### config.mk
export PLATFORM = sky130hd
export DESIGN_NAME = jackpot_scoreboard
export DESIGN_NICKNAME = d
export VERILOG_FILES = /design/src/rtl/jackpot_pkg.sv /design/src/rtl/bcd2_counter.sv /design/src/rtl/jackpot_scoreboard.sv
export SDC_FILE = /design/constraint.sdc
export NUM_CORES = 1
export LEC_CHECK = 0
export BUFFER_PORTS_ARGS = -buffer_cell sky130_fd_sc_hd__clkbuf_2
export CELL_PAD_IN_SITES_DETAIL_PLACEMENT = 1
export CELL_PAD_IN_SITES_GLOBAL_PLACEMENT = 1
export CORE_UTILIZATION = 40
export DETAILED_ROUTE_END_ITERATION = 10
export GPL_TIMING_DRIVEN = 0
export PLACE_DENSITY_LB_ADDON = 0.2
export SYNTH_ARGS = -nofsm -noshare
export SYNTH_HDL_FRONTEND = slang
export SYNTH_SLANG_ARGS = --single-unit
### constraint.sdc
create_clock -name out_clk -period 2.3 [get_ports out_clk]
set_clock_uncertainty 0.2 [all_clocks]
set_input_delay 0.115 -clock out_clk [delete_from_list [all_inputs] [get_ports out_clk]]
set_output_delay 0.115 -clock out_clk [all_outputs]
set_load 0.1 [all_outputs]
### src/rtl/jackpot_pkg.sv
// Shared state encoding, LED patterns and BCD helper for the jackpot game controller.
package jackpot_pkg;

    typedef enum logic [1:0] {
        PLAY     = 2'd0,
        WIN      = 2'd1,
        RESTART  = 2'd2,
        GAMEOVER = 2'd3
    } state_t;

    localparam logic [3:0] ALL_ON       = 4'b1111;
    localparam logic [3:0] ALL_OFF      = 4'b0000;
    localparam logic [3:0] GAMEOVER_PAT = 4'b1010;

    // Converts a 0..99 integer into two packed BCD digits.
    function automatic logic [7:0] to_bcd2(input int unsigned value);
        return {4'(value / 10), 4'(value % 10)};
    endfunction

endpackage

### src/rtl/bcd2_counter.sv
// Two-digit BCD counter that increments on enable and saturates at 99.
module bcd2_counter (
    input  logic       clk,
    input  logic       reset,
    input  logic       inc,
    output logic [7:0] value
);

    always_ff @(posedge clk) begin
        if (reset) begin
            value <= 8'h00;
        end else if (inc && value != 8'h99) begin
            if (value[3:0] == 4'd9) begin
                value[3:0] <= 4'd0;
                value[7:4] <= value[7:4] + 4'd1;
            end else begin
                value[3:0] <= value[3:0] + 4'd1;
            end
        end
    end

endmodule

### src/rtl/jackpot_scoreboard.sv
// Game controller: detects all-LEDs-lit jackpots, counts wins and tries in BCD,
// blinks a celebration, then requests a restart or locks into game over.
module jackpot_scoreboard
    import jackpot_pkg::*;
#(
    parameter int HOLD_CYCLES = 8,
    parameter int TARGET      = 5
) (
    input  logic       out_clk,
    input  logic       reset,
    input  logic [3:0] leds,
    input  logic       press,
    output logic [3:0] led_out,
    output logic       win_pulse,
    output logic       restart,
    output logic       game_over,
    output logic [7:0] score_bcd,
    output logic [7:0] tries_bcd
);

    localparam int         HW         = $clog2(HOLD_CYCLES + 1);
    localparam logic [7:0] TARGET_BCD = to_bcd2(TARGET);

    state_t          state, state_next;
    logic [HW-1:0]   hold, hold_next;
    logic [3:0]      led_next;
    logic            win_next, restart_next, game_over_next;
    logic            jackpot, score_inc, tries_inc;

    assign jackpot   = (state == PLAY) && (leds == ALL_ON);
    assign score_inc = jackpot;
    assign tries_inc = (state == PLAY) && press;

    always_ff @(posedge out_clk) begin
        if (reset) begin
            state     <= PLAY;
            hold      <= '0;
            led_out   <= ALL_OFF;
            win_pulse <= 1'b0;
            restart   <= 1'b0;
            game_over <= 1'b0;
        end else begin
            state     <= state_next;
            hold      <= hold_next;
            led_out   <= led_next;
            win_pulse <= win_next;
            restart   <= restart_next;
            game_over <= game_over_next;
        end
    end

    // Score is already updated when WIN is entered, so the target test at the end of the hold sees the new value.
    always_comb begin
        state_next     = state;
        hold_next      = hold;
        led_next       = led_out;
        win_next       = 1'b0;
        restart_next   = 1'b0;
        game_over_next = game_over;
        case (state)
            PLAY: begin
                led_next = leds;
                if (jackpot) begin
                    state_next = WIN;
                    win_next   = 1'b1;
                    hold_next  = HW'(HOLD_CYCLES - 1);
                    led_next   = ALL_ON;
                end
            end
            WIN: begin
                if (hold != '0) begin
                    hold_next = hold - HW'(1);
                    led_next  = ~led_out;
                end else if (score_bcd == TARGET_BCD) begin
                    state_next     = GAMEOVER;
                    led_next       = GAMEOVER_PAT;
                    game_over_next = 1'b1;
                end else begin
                    state_next   = RESTART;
                    restart_next = 1'b1;
                    led_next     = ALL_OFF;
                end
            end
            RESTART: begin
                state_next = PLAY;
            end
            GAMEOVER: begin
                led_next = GAMEOVER_PAT;
            end
            default: begin
                state_next = PLAY;
            end
        endcase
    end

    bcd2_counter score_counter (
        .clk   (out_clk),
        .reset (reset),
        .inc   (score_inc),
        .value (score_bcd)
    );

    bcd2_counter tries_counter (
        .clk   (out_clk),
        .reset (reset),
        .inc   (tries_inc),
        .value (tries_bcd)
    );

endmodule
==> qor.yml, run 1 <==
startpoint_type: "flop"
cts.sinks: 29
ant_nets: 0
antenna_found_initial: 0
fillCellCount: 441
cts.clk_slew.worst_paths_ns: 0.10
power_switching_uw: 313.1
end_kind: "flop"
syn_area_sq_um: 1419
ir_drop_v: 0.0003585
dpl.hpwl_um: 2707
slew_violations: 0
dieArea_sq_um: 3789
syn_inst: 158
maxCapViolations: 0
grt_pass1_wl_um: 5885
rsz0062_at_grt: "no"
synth_top_area_share: 0.4092
synth_warnings: 0
grt_pass1_vias: 1272
cts_resized: 0
vias: 1307
power.density_nw_per_um2: 574.1
grt_use_total: 0.2160
clockPowerShare: 0.308
rows: 21
drt-initial-drc-count: 43
cts_tree: "built"
grt_overflow: 0
worst_slew_pin_slew_ns: 0.8439
die_w_um: 61.56
status: "finished, final reports clean"
critPathArrivalTime_ns: 2.04
area_growth_pct: 20.90
hold_ws_ns: 0.04725
ys.flop_type: "dfxtp_1"
fin_nets: 211
htree_levels: 2
setup_viol: 0
fin_setup_tns_ns: 0
clock-root-buffer: "clkbuf_4"
drc: 0
async_flop_share: 0
period_needed_ns: 1.982
dpl_cell_area_sq_um: 1624
avgSynthCellArea_sq_um: 8.980
synth_edf_count: 0
hold_viol_final: 0
cp_max_fo: 5
vias_per_cell: 5.335
grt_max_degree: 11
drive_above_1_share: 0.2312
port_buffers: 29
clock.fmax_ghz: 0.5045
worst_hold_path_type: "input port to flop"
p_int_uw: 671.7
routabilityCongestion: 0.7695
clk_latency_ns: 0.33
die_h_um: 61.56
synth_fp_nets: 171
final_area_sq_um: 1715
clock_path_buffers: 2
boundaryPins: 30
core-area_sq_um: 3363
power.leakage_nw: 0.6828
wire_per_inst_um: 15.11
cts-buffers-inserted: 5
synth.distinct_cells: 40
dr.pass1.iters: 4
n_antenna_cell: 0
synth_seq_area_share: 0.4092
synth-seq-cells: 29
ys_top_cells_by_area: "dfxtp_1, nor2_1, ha_1, a211oi_1, a21oi_1"
seqPwrFrac: 0.533
p_comb_frac: 0.159
swShare: 0.3180
maxSlewHeadroom: 0.4322
synth_top_area_cell: "dfxtp_1"
wirelength_um: 3703
cp_data_required_time_ns: 2.36
critPathKind: "flop to flop"
fin_crit_sh: 0.8617
initial_core_util: 0.4219
## cell families (layout without fill, tap and decap cells)
group	count (synthesis)	count (layout)	share of synthesized area
muxes	4	4	0.02822
adders and majority gates	6	6	0.05291
xor gates and xnor gates	7	7	0.04321
AOI/OAI and AO/OA	30	30	0.1393
DFF	29	29	0.4092
buffers and inverters	14	55	0.04320
and+or+nand+nor	68	68	0.2840
## layout by cell type, fill, tap and decap left out, drive strengths merged, types with 6 or more instances in the layout
cell type / n
nand3: 6
nor3: 6
inv: 8
ha: 6
a211oi: 9
a21oi: 10
nor2: 21
clkbuf: 38
nand2: 6
dfxtp: 29
## per-layer routing
layer | wire, um | track usage
met5 | 0 | 0
met4 | 52 | 0.07619
met3 | 146 | 0.05672
met2 | 1849 | 0.3656
met1 | 1655 | 0.2640
## power by group through the flow
stage | Sequential [mW] | Combinational (mW) | Clock [mW]
final | 0.525 | 0.156 | 0.303
after global routing | 0.528 | 0.168 | 0.337
after CTS | 0.525 | 0.157 | 0.310
after detailed placement | 0.537 | 0.152 | 0
after global placement | 0.536 | 0.148 | 0
after floorplan | 0.599 | 0.0551 | 0
## stage by stage
stage	instances	utilization	power, mW	setup WS (ns)
2_1_floorplan	158	-	0.6543	0.02715
3_3_place_gp	233	0.4829	0.6837	0.3957
3_5_place_dp	233	0.4829	0.6886	0.3000
4_1_cts	245	0.5100	0.9920	0.2765
5_1_grt	245	0.5100	1.032	0.03180
6_report	245	0.5100	0.9848	0.3180
## cells in the mapped netlist, types with 2 or more instances
cell / instances
a211oi_1: 9
a21oi_1: 10
a31oi_1: 2
and3_1: 2
and4bb_2: 2
clkbuf_1: 3
dfxtp_1: 29
ha_1: 6
inv_1: 8
mux2i_1: 4
nand2_1: 6
nand2b_1: 2
nand3_1: 6
nand3b_1: 2
nand4_1: 3
nor2_1: 21
nor2b_1: 3
nor3_1: 6
nor3b_1: 2
nor4_1: 3
o21ai_0: 3
o22a_1: 2
or3_1: 2
xnor2_1: 4
xor2_1: 3
## critical path: stages, from the launching register on
cell	delay, ns
dfxtp_1	0.37
inv_1	0.11
ha_1	0.16
nand4b_1	0.10
nor4_1	0.66
a211oi_1	0.18
nor3_1	0.15
## sequential cells by signal (all words and copies together), names as in the netlist
register             count
game_over                1
hold                     4
led_out                  4
restart                  1
score_counter.value      8
state                    2
tries_counter.value      8
win_pulse                1
## cell type report
cell class | count | area, sq um | share of cell area
timing repair buffer | 33 | 185.2 | 0.1080
sequential | 29 | 583.1 | 0.3399
tap | 46 | 57.56 | 0.03355
buffer | 6 | 31.28 | 0.01823
clock inverter | 2 | 10.01 | 0.005835
inverter | 8 | 30.03 | 0.01751
clock buffer | 6 | 41.29 | 0.02407
multi-input combinational | 115 | 777.0 | 0.4530
## worst paths after layout
check	from	endpoint	slack, ns	depth (start not counted)
min	leds[2]	led_out[2]	0.05	4
min reg2reg	game_over	game_over	0.31	2
max	score_counter.value[4]	led_out[1]	0.32	6
max reg2reg	score_counter.value[4]	led_out[1]	0.32	6
## what timing repair did
item | 4_1_cts | 5_1_grt
endpoints found under the hold margin | 5 | 0
buffers inserted | 0 | 0
hold buffers | 4 | 0
No activity file was read; power rests on OpenSTA's default activity.
==> run 2: changes to the inputs <==
- ABC_AREA: default -> 1
- CORE_UTILIZATION: 40 -> 38
==> qor.yml, run 2 <==
cp_max_fo: 8  # +3
n_antenna_cell: 0  # unchanged
power.density_nw_per_um2: 626.6  # +9.1%
setup_ws_ns: 0.6185  # +0.3005 ns
maxSlewHeadroom: 0.6318  # +0.1996
wirelength_um: 3848  # +3.9%
core-area_sq_um: 3744  # +11%
grt_pass1_wl_um: 6775  # +15%
power_switching_uw: 372.7  # +19%
cts_resized: 0  # unchanged
clock.fmax_ghz: 0.5947  # +18%
postCtsSetupBuffers: 0  # unchanged
p_comb_frac: 0.187  # +0.028
clockPowerShare: 0.349  # +0.041
wire_per_inst_um: 12.78  # -15%
rsz0062_at_grt: "no"
syn_inst: 211  # +34%
hold_viol_final: 0  # unchanged
dieArea_sq_um: 4237  # +12%
grt_overflow: 0  # unchanged
mostFrequentLayoutCell: "nand2_1"
fin_crit_sh: 0.7311  # -0.1307
syn_area_sq_um: 1513  # +6.6%
synthTopCellsByCount: "nand2_1, dfxtp_1, inv_1"
startpoint_type: "flop"
area.sequential_sq_um: 580.6  # -0.43%
drt-initial-drc-count: 36  # -16%
dr.pass1.iters: 4  # unchanged
dpl.hpwl_um: 2878  # +6.3%
worst_slew_pin_slew_ns: 0.5523  # -0.2916 ns
status: "finished, final reports clean"
hold_ws_ns: 0.02417  # -0.02308 ns
vias: 1484  # +14%
max_stage_delay_ns: 0.34  # -0.32 ns
fin_setup_tns_ns: 0  # unchanged
cts-buffers-inserted: 5  # unchanged
boundaryPins: 30  # unchanged
critical-path-top-delay-family: "simple AND/OR/NAND/NOR gates"
swShare: 0.3219  # +0.003945
most-common-layout-cells: "nand2_1, dfxtp_1, clkbuf_2, inv_1"
htree_levels: 2  # unchanged
power.leakage_nw: 0.8530  # +25%
drive_above_1_share: 0.1976  # -0.03353
async_flop_share: 0  # unchanged
setup_viol: 0  # unchanged
synth_top_family_by_area: "simple AND/OR/NAND/NOR gates"
post-place-ws_ns: 0.6291  # +0.3291 ns
synthSimpleGateAreaFrac: 0.3135  # +0.02953
synthAdderAreaFrac: 0.04963  # -0.003282
drc: 0  # unchanged
rows: 22  # +4.8%
muxShareOfSynthArea: 0  # -0.02822
synth_edf_count: 0  # unchanged
synth-seq-cells: 29  # unchanged
reg.largest.list: "score_counter.value x8, tries_counter.value x8"
avgSynthCellArea_sq_um: 7.169  # -20%
critPathArrivalTime_ns: 1.66  # -0.38 ns
synth_compound_area_frac: 0.1315  # -0.007816
ys_top_cells_by_area: "dfxtp_1, nand2_1, a21oi_1, inv_1, nor2_1"
p_int_uw: 785.2  # +17%
clock_path_buffers: 2  # unchanged
port_buffers: 29  # unchanged
ys.flop_type: "dfxtp_1"
end_kind: "flop"
area_growth_pct: 22.17
worstPathCellList: "inv_1 > ha_1 > nand2_1 > nand2_2 > nand2_1 > nand2_1 > o21bai_1 > nor2_1"
dp.cells: 288  # +24%
cts.sinks: 29  # unchanged
grt_max_degree: 11  # unchanged
fin_nets: 265  # +26%
antenna_found_initial: 0  # unchanged
clk_latency_ns: 0.28  # -0.05 ns
cp_num_buf_inv: 1  # unchanged
synth-xor-area-share: 0.03474  # -0.008470
critPathKind: "flop to flop"
synth_top_area_share: 0.3838  # -0.02538
crit_path_top_delay_cell: "dfxtp_1"
post-route-util: 0.4937  # -0.01639
cp_data_required_time_ns: 2.28  # -0.08 ns
cp_common_cell: "nand2_1"
period_needed_ns: 1.681  # -0.3005 ns
slew_violations: 0  # unchanged
routabilityCongestion: 0.7510  # -2.4%
initial_core_util: 0.4041  # -0.01780
worst_hold_path_type: "input port to flop"
multi_input_area_sq_um: 800.8  # +3.1%
ir_drop_v: 0.0003630  # +1.2%
maxCapViolations: 0  # unchanged
cts_tree: "built"
synth_warnings: 0  # unchanged
ant_nets: 0  # unchanged
yosysMostFrequentCell: "nand2_1"
vias_per_cell: 4.930  # -7.6%
clock-root-buffer: "clkbuf_8"
synth.distinct_cells: 25  # -38%
synth_seq_area_share: 0.3838  # -0.02538
cts.clk_slew.worst_paths_ns: 0.06  # -0.04 ns
synth_fp_nets: 224  # +31%
synth_top_area_cell: "dfxtp_1"
grt_use_total: 0.2138  # -0.002268
die_h_um: 65.10  # +5.8%
final_cells: 301  # +23%
grt_pass1_vias: 1515  # +19%
seqPwrFrac: 0.464  # -0.069
fillCellCount: 513  # +16%
die_w_um: 65.10  # +5.8%
[run 2: cell types whose count changed after synthesis, sizes merged, moves of 4 or more]
| cell | before | now |
|---|---|---|
| nand2 | 6 | 52 |
| nand4 | 3 | 8 |
| a21oi | 10 | 21 |
| xnor2 | 4 | 0 |
| o21ai | 3 | 13 |
| mux2i | 4 | 0 |
| nand3 | 6 | 10 |
| inv | 8 | 31 |
| a211oi | 9 | 1 |
[run 2: final timing paths]
| check | cells after the start | from | slack [ns] | end |
|---|---|---|---|---|
| max | 8 | hold[0] | 0.62 | hold[3] |
| min | 5 | press | 0.02 | tries_counter.value[1] |
| max reg2reg | 8 | hold[0] | 0.62 | hold[3] |
| min reg2reg | 2 | game_over | 0.27 | game_over |
[run 2: area by class of cell]
class,instances,share of cell area
Multi-Input combinational cell,149,0.4333
Sequential cell,29,0.3142
Timing Repair Buffer,34,0.1056
Inverter,31,0.06297
Clock buffer,8,0.04333
Tap cell,48,0.03250
Buffer,2,0.008125
[run 2: what timing repair did]
action                                  in CTS  in global routing
hold buffers                                 5                  0
endpoints found under the setup margin       0                  0
endpoints found under the hold margin        8                  0
[run 2: power by group through the flow]
stage / Combinational [mW] / Clock (mW) / Sequential [mW]
floorplan: 0.0829 / 0 / 0.632
global placement: 0.207 / 0 / 0.548
detailed placement: 0.211 / 0 / 0.549
CTS: 0.218 / 0.418 / 0.537
global route: 0.235 / 0.444 / 0.539
finish: 0.216 / 0.404 / 0.537
[run 2: metal layers]
layer | vias up | GRT usage | wire length (um)
met5 | - | 0 | 0
met4 | 0 | 0.08967 | 72
met3 | 5 | 0.06250 | 134
met2 | 24 | 0.3594 | 1863
met1 | 694 | 0.2527 | 1777
li1 | 761 | - | -
[run 2: worst register-to-register path: cells and delay by family, from the launching register on]
kind / cells / cell delay, ns
flops: 1 / 0.34
compound gates: 1 / 0.13
buf+inv: 1 / 0.07
simple gates: 5 / 0.61
fa+ha+maj: 1 / 0.25
[run 2: stage by stage]
| step | total power, mW | instance area [sq um] |
|---|---|---|
| floorplan | 0.7147 | 1513 |
| global placement | 0.7551 | 1718 |
| detailed placement | 0.7596 | 1718 |
| CTS | 1.174 | 1848 |
| global route | 1.218 | 1848 |
| finish | 1.158 | 1848 |
[run 2: logic make-up after synthesis]
group | Yosys count
AOI/OAI and AO/OA | 38
xor gates and xnor gates | 6
adders and majority gates | 6
buffers and inverters | 33
DFF | 29
and+or+nand+nor | 99
==> run 3: changes to the inputs <==
- clock period: 2.3 -> 1.75 ns (I/O delays scaled with it)
==> qor.yml, run 3 (synthesis results as in run 2) <==
grt_pass1_wl_um: 6665  # -1.6%
setup_ws_ns: 0.1825  # -0.4360 ns
fin_total_pwr_mw: 1.514  # +31%
clock_path_buffers: 2  # unchanged
cts_tree: "built"
n_antenna_cell: 0  # unchanged
grt_use_total: 0.2103  # -0.003447
post-place-ws_ns: 0.1185  # -0.5106 ns
wirelength_um: 3812  # -0.94%
startpoint_type: "flop"
critPathArrivalTime_ns: 1.54  # -0.12 ns
period_needed_ns: 1.567  # -0.1140 ns
dpl.hpwl_um: 2717  # -5.6%
die_h_um: 65.10  # unchanged
ant_nets: 0  # unchanged
most-common-layout-cells: "nand2_1, clkbuf_2, inv_1, nor2_1, a21oi_1"
clock-root-buffer: "clkbuf_8"
drt-initial-drc-count: 45  # +25%
area_growth_pct: 23.99
fin_setup_tns_ns: 0  # unchanged
cp_data_required_time_ns: 1.72  # -0.56 ns
drc: 0  # unchanged
clk_latency_ns: 0.28  # about the same
worst_hold_path_type: "input port to flop"
worst_slew_pin_slew_ns: 0.5457  # -0.006605 ns
maxSlewHeadroom: 0.6378  # +0.005950
fin_nets: 265  # unchanged
hold_viol_final: 0  # unchanged
htree_levels: 2  # unchanged
dieArea_sq_um: 4237  # unchanged
rows: 22  # unchanged
ir_drop_v: 0.0005568  # +53%
boundaryPins: 30  # unchanged
postCtsSetupBuffers: 0  # unchanged
power.leakage_nw: 0.8611  # +0.95%
drive_above_1_share: 0.2648  # +0.06719
mostFrequentLayoutCell: "nand2_1"
clock.fmax_ghz: 0.6380  # +7.3%
antenna_found_initial: 0  # unchanged
maxCapViolations: 0  # unchanged
rsz0062_at_grt: "no"
reg.largest.list: "score_counter.value x8, tries_counter.value x8"
grt_overflow: 0  # unchanged
critPathKind: "flop to flop"
vias_per_cell: 4.947  # +0.34%
fin_crit_sh: 0.8957  # +0.1646
slew_violations: 0  # unchanged
end_kind: "flop"
dr.pass1.iters: 4  # unchanged
power.density_nw_per_um2: 807.1  # +29%
post-route-util: 0.5010  # +0.007353
die_w_um: 65.10  # unchanged
setup_viol: 0  # unchanged
grt_max_degree: 11  # unchanged
routabilityCongestion: 0.7159  # -4.7%
status: "finished, final reports clean"
grt_pass1_vias: 1534  # +1.3%
cts.sinks: 29  # unchanged
core-area_sq_um: 3744  # unchanged
port_buffers: 29  # unchanged
cp_max_fo: 8  # unchanged
cts.clk_slew.worst_paths_ns: 0.06  # about the same
wire_per_inst_um: 12.66  # -0.94%
initial_core_util: 0.4041  # unchanged
vias: 1489  # +0.34%
cts-buffers-inserted: 5  # unchanged
[run 3: routing by layer]
layer | GRT usage | wire (um)
met1 | 0.2342 | 1781
met2 | 0.3776 | 1845
met3 | 0.05208 | 119
met4 | 0.08967 | 65
met5 | 0 | 0
[run 3: metrics by stage]
step	std cells	cell area (sq um)	hold slack, ns
floorplan	211	1538	-0.03974
global placement	288	1743	0.1503
detailed placement	288	1743	0.1467
CTS	301	1873	0.01172
global route	301	1876	0.03031
finish	301	1876	0.007116
[run 3: path summary, 6_finish.rpt]
kind                                        startpoint                      to  slack [ns]  cells after the start
worst min-delay path                             press  tries_counter.value[1]       0.007                      5
worst max-delay path                           hold[0]                 hold[3]        0.18                      8
worst min register to register  score_counter.value[3]  score_counter.value[3]        0.28                      2
worst max register to register                 hold[0]                 hold[3]        0.18                      8
[run 3: where the power goes]
part	switching [mW]	total, mW	internal (mW)	leakage, nW
clock network	0.240	0.522	0.282	0.0395
registers	0.0218	0.705	0.683	0.244
logic	0.221	0.287	0.0662	0.578
[run 3: critical path: stages, from the launching register on]
cell	delay, ns
dfxtp_1	0.33
inv_1	0.07
ha_1	0.24
nand2_2	0.13
nand2_2	0.12
nand2_1	0.11
nand2_1	0.07
o21bai_1	0.13
nor2_1	0.05
[run 3: area by class of cell]
cell class              instances  area [sq um]
inverters                      31         116.4
plain buffers                   2         15.01
fillers                       502          1868
repair buffers                 34         195.2
flip-flops and latches         29         605.6
well taps                      48         60.06
clock buffers                   8         80.08
multi-input cells             149         803.3
[run 3: repair_timing]
item / CTS / global route
hold buffers: 5 / 0
gates resized for setup: 0 / 1
hold endpoints to repair: 8 / 0
setup endpoints to repair: 0 / 2
